[src/rtl/parking_occupancy_counter.sv]
// Vehicle occupancy counter with edge-detected entry/exit sensors,
// saturation at capacity and sticky overflow/underflow flags.
module parking_occupancy_counter #(
  parameter int WIDTH       = 4,
  parameter int CAPACITY    = 10,
  parameter int ALMOST_FULL = 8
) (
  input  logic             clk,
  input  logic             reset,
  input  logic             up,
  input  logic             down,
  input  logic             clr_err,
  output logic [WIDTH-1:0] count,
  output logic [WIDTH-1:0] free_slots,
  output logic             empty,
  output logic             full,
  output logic             almost_full,
  output logic             overflow_err,
  output logic             underflow_err
);

  localparam logic [WIDTH-1:0] CAP = WIDTH'(CAPACITY);
  localparam logic [WIDTH-1:0] AF  = WIDTH'(ALMOST_FULL);

  logic             up_q;
  logic             down_q;
  logic             up_ev;
  logic             down_ev;
  logic [WIDTH-1:0] count_q;
  logic             overflow_q;
  logic             underflow_q;
  logic             overflow_ev;
  logic             underflow_ev;

  assign up_ev   = up & ~up_q;
  assign down_ev = down & ~down_q;

  // Simultaneous entry and exit cancel, so neither error can fire then.
  assign overflow_ev  = up_ev & ~down_ev & (count_q == CAP);
  assign underflow_ev = down_ev & ~up_ev & (count_q == '0);

  always_ff @(posedge clk) begin
    // Edge registers track the inputs even in reset so a held sensor
    // does not count on reset release.
    up_q   <= up;
    down_q <= down;
    if (reset) begin
      count_q     <= '0;
      overflow_q  <= 1'b0;
      underflow_q <= 1'b0;
    end else begin
      if (up_ev && !down_ev && count_q != CAP) begin
        count_q <= count_q + 1'b1;
      end else if (down_ev && !up_ev && count_q != '0) begin
        count_q <= count_q - 1'b1;
      end
      overflow_q  <= (overflow_q & ~clr_err) | overflow_ev;
      underflow_q <= (underflow_q & ~clr_err) | underflow_ev;
    end
  end

  assign count         = count_q;
  assign free_slots    = CAP - count_q;
  assign empty         = (count_q == '0);
  assign full          = (count_q == CAP);
  assign almost_full   = (count_q >= AF);
  assign overflow_err  = overflow_q;
  assign underflow_err = underflow_q;

endmodule

[config.mk]
export PLATFORM = sky130hd
export DESIGN_NAME = parking_occupancy_counter
export DESIGN_NICKNAME = d
export VERILOG_FILES = /design/src/rtl/parking_occupancy_counter.sv
export SDC_FILE = /design/constraint.sdc
export NUM_CORES = 1
export LEC_CHECK = 0
export CAP_MARGIN = 20
export CORE_UTILIZATION = 35
export DETAILED_ROUTE_END_ITERATION = 8
export GPL_ROUTABILITY_DRIVEN = 1
export GPL_TIMING_DRIVEN = 0
export PLACE_DENSITY_LB_ADDON = 0.25
export SKIP_CTS_REPAIR_TIMING = 1
export SYNTH_ARGS = -nofsm -noshare
export SYNTH_HDL_FRONTEND = slang
export SYNTH_SLANG_ARGS = --single-unit
[constraint.sdc]
create_clock -name clk -period 6.26 [get_ports clk]
set_input_delay 1.565 -clock clk [delete_from_list [all_inputs] [get_ports clk]]
set_output_delay 1.565 -clock clk [all_outputs]
set_load 0.01 [all_outputs]
# Word-level counts from Yosys, hierarchy flattened
# Index checks and enable logic that the tools add are counted.
# totals
in_bits	5
regBits	8
# op_classes
mux	2
reduce_logical	9
bitwise	15
order_cmp	1
eq_ne	2
n_addsub	3
# ops
operator	n
AND 1 bit	8
two-way mux 4 bit	2
inverter 1 bit	5
adder 4 x 1 -> 4 bit, second input constant	1
equality test 4 bit, second input constant	1
>= comparator 4 bit, second input constant	1
logical AND 1 bit	4
logical NOT 4 bit	1
!= test 4 bit, second input constant	1
nonzero test 4 bit	1
subtractor 4 x 1 -> 4 bit, second input constant	1
subtractor 4 bit, first input constant	1
logical NOT 1 bit	2
OR 1 bit	2
nonzero test 2 bit	1

# Depth between registers and ports, before layout
# Gate-level depths: netlist of run 1.
# depth
ltp_word	7
mapped_depth	10
mapped_depth_nobuf	10

# Least setup slack after synthesis of run 1
# No wires, ideal clock.
# synth_path
path_type	input-to-reg
startpoint	input down
endpoint	register count_q[3] (netlist: count[3])
n_path_buf	0
slack_ns	2.956
t_required_ns	6.137
setup_ns	0.123
stages	8
arrival_time_ns	3.180
cell_sequence	nor2b_1 > nor3_4 > inv_1 > ha_1 > a21o_1 > a21oi_1 > mux2i_1 > mux2_1
# synth_via
elab_chain_cells	5
# synth_lines
item	line	source
start: declaration	11	input logic down,
AND 1 bit (*)	36	assign down_ev = down & ~down_q;
logical NOT 1 bit	52	if (up_ev && !down_ev && count_q != CAP) begin
logical AND 1 bit (2 in series)	52	
two-way mux 4 bit / nonzero test 2 bit (equally long branches)	--	
end signal: assignment	53	count_q <= count_q + 1'b1;
end signal: assignment	55	count_q <= count_q - 1'b1;
end: declaration	29	logic [WIDTH-1:0] count_q;
# Mark *: on every way between the ends. The rest lies on a longest branch, timed or not.
# A chain may end at the register's enable or synchronous reset.

# Final worst setup path of run 1
# Ends and elaborated chain as after synthesis.

==> results of run 1 <==
worst reg2reg max path, cell delays in order, from the launching register on:
cell     delay [ns]
dfxtp_1        0.50
inv_1          0.14
ha_1           0.22
and3b_4        0.20
nor3_4         0.25
inv_1          0.17
ha_1           0.30
a21o_1         0.18
a21oi_1        0.18
mux2i_1        0.25
mux2_1         0.34
kinds of logic after synthesis:
kind of cell    synth area share, %
compound gates                 10.3
buf+inv                        6.05
fa+ha+maj                      16.6
xor+xnor                       5.29
mux                            4.28
simple gates                   25.2
flops                          32.2
cell usage after synthesis:
| cell | count |
|---|---|
| inv_1 | 5 |
| nand3_1 | 2 |
| and3b_4 | 1 |
| ha_1 | 5 |
| a21o_1 | 1 |
| nor3_4 | 1 |
| nand2_1 | 1 |
| buf_4 | 1 |
| nor3_1 | 4 |
| nor3_2 | 1 |
| or3_1 | 1 |
| mux2_1 | 1 |
| nand2b_1 | 2 |
| xor2_1 | 3 |
| fa_1 | 1 |
| nor2b_1 | 3 |
| mux2i_1 | 1 |
| dfxtp_1 | 8 |
| nor3b_1 | 1 |
| a21oi_1 | 6 |
| o21ai_0 | 1 |
| nor2_1 | 2 |
| clkbuf_1 | 1 |
| a32oi_1 | 1 |
where the power goes:
group / switching, mW / leakage [nW] / total [mW] / internal [mW]
Combinational: 0.0282 / 0.212 / 0.0661 / 0.0379
Clock: 0.0155 / 0.0138 / 0.0372 / 0.0218
Sequential: 0.00816 / 0.0660 / 0.0638 / 0.0557
worst max path at each step:
stage | endpoint | slack [ns] | cells past startpoint
2_1_floorplan | count[3]$_SDFFE_PP0P_ | 2.96 | 8
3_3_place_gp | count[3]$_SDFFE_PP0P_ | 2.38 | 9
3_5_place_dp | count[3]$_SDFFE_PP0P_ | 2.30 | 9
4_1_cts | count[3]$_SDFFE_PP0P_ | 2.55 | 9
5_1_grt | count[3]$_SDFFE_PP0P_ | 2.41 | 9
6_report | count[3]$_SDFFE_PP0P_ | 2.56 | 9
cell type report:
class	instances	area (um2)
repair buffers	17	170
inverters	5	18.8
fillers	130	609
well taps	15	18.8
multi-input cells	39	307
plain buffers	2	11.3
flip-flops and latches	8	160
clock buffers	3	22.5
metrics by stage:
| stage | total power, mW | setup WS [ns] | utilization, % |
|---|---|---|---|
| 6_report | 0.167 | 2.56 | 53.8 |
| 3_3_place_gp | 0.130 | 2.38 | 52.0 |
| 4_1_cts | 0.171 | 2.55 | 53.8 |
| 3_5_place_dp | 0.132 | 2.30 | 52.0 |
| 5_1_grt | 0.180 | 2.41 | 53.8 |
| 2_1_floorplan | 0.0980 | 2.96 | - |
state kept, by name (all words and copies together) (netlist names):
register,cells
down_q,1
count,4
underflow_err,1
up_q,1
overflow_err,1
layer usage:
layer	routed length [um]	global-route usage (%)
met1	429	18.3
met2	474	28.3
met3	90	6.82
met4	0	2.59
met5	0	0
==> metrics.csv, run 1 <==
metric;value;unit
hold_depth;2;
crit_start;down;
finalClockSkew;0.00245;ns
status;finished clean;
worstHoldStart;underflow_err$_SDFF_PP0_;
wl_per_cell;11.2;um
whs;0.469;ns
antenna_found_initial;0;
clk_pin_slew;0.05;ns
cp.buffers_inverters;2;
tightest_slew;0.494;ns
hold_path_class;register to register;
grt_pass1_vias;387;
relSlewSlack;67.0;%
antenna-diode-count;0;
cts_tree;done;
crit_chain;clkdlybuf4s50_1 -> nor2b_1 -> nor3_4 -> inv_1 -> ha_1 -> a21o_1 -> a21oi_1 -> mux2i_1 -> mux2_1;
synth.avg_cell_area;9.20;um2
start_kind;primary input;
h-tree-depth;1;
final-hold-violation-count;0;
yosys.area.top_type;dfxtp_1;
netlist.area_leader.share;32.2;%
mostFrequentLayoutCell;clkdlybuf4s50_1;
syn-cell-area;497;um2
slowest_delay;0.43;ns
die-area;1570;um2
fin_area;708;um2
die-width;39.7;um
final_cell_mix;clkdlybuf4s50_1 (17), dfxtp_1 (8), a21oi_1 (6), inv_1 (5), ha_1 (5);
wl;995;um
ys_ff_latch;8;
insertion_delay;0.25;ns
fin_setup_tns;0;ns
placed_cells;86;
rsz0062_at_grt;false;
io_pins;18;
grtUsageTotal;16.2;%
layout.nets;87;
crit_required;6.39;ns
min_to;underflow_err$_SDFF_PP0_;
placed_area;686;um2
drt-pass1-iter-count;2;
viasPerCell;4.98;
drv_slew;0;
hpwl;786;um
dieHeight;39.7;um
dr_total_vias;443;
synthCells;54;
crit_slowest_cell;clkdlybuf4s50_1;
drc;0;
drt-initial-drc-count;2;
ant_nets;0;
drv_cap;0;
critPathMaxFanout;6;
synthDistinctLibCells;24;
drive_gt1_share;9.46;%
p_per_area;236;nW/um2
cts_root_buf;clkbuf_4;
synth_area_leaders;dfxtp_1 (32%), ha_1 (13%), a21oi_1 (6.0%);
io_buffers;17;
grt_pass1_wl;1660;um
period_share;59.1;%
critPathKind;primary input to register;
stdcell_count;89;
crit_path_end_kind;register;
rows;13;
cp.arrival;3.83;ns
syn_to_final_growth;42.6;%
r2r_slack;3.41;ns
cts_buffers;3;
period_needed;3.70;ns
max_freq;271;MHz
syn-num-nets;65;
ir_drop;159;uV
rr_worst_depth;10;
coreArea;1320;um2
cts.sinks;8;
reg2reg_to;count[3]$_SDFFE_PP0P_;
reg2reg_from;count[0]$_SDFFE_PP0P_;
start_util;37.7;%
yosysWarningCount;0;
overflow;0;
ys_seq_area_share;32.2;%
cpLargestDelayFamily;buffers and inverters;
setup_viol_count_final;0;
clockBufferDepth;2;
leakagePower;0.291;nW
grt_start_max_net_pins;9;
gp_congestion;0.817;
(Power assumes the default switching activity.)
==> inputs of run 2 (changes only) <==
==> constraint.sdc (replaced) <==
create_clock -name clk -period 3.14 [get_ports clk]
set_input_delay 0.785 -clock clk [delete_from_list [all_inputs] [get_ports clk]]
set_output_delay 0.785 -clock clk [all_outputs]
set_load 0.01 [all_outputs]
==> results of run 2 <==
Same layout as run 1 (identical final DEF). Status: finished clean.
Main changes from that run: setup slack after placement 2.30 ns -> -0.0449 ns; setup slack after layout 2.56 ns -> 0.223 ns; register-to-register setup slack 3.41 ns -> 0.29 ns; total power 0.167 mW -> 0.333 mW; worst IR drop on VDD 159 uV -> 318 uV
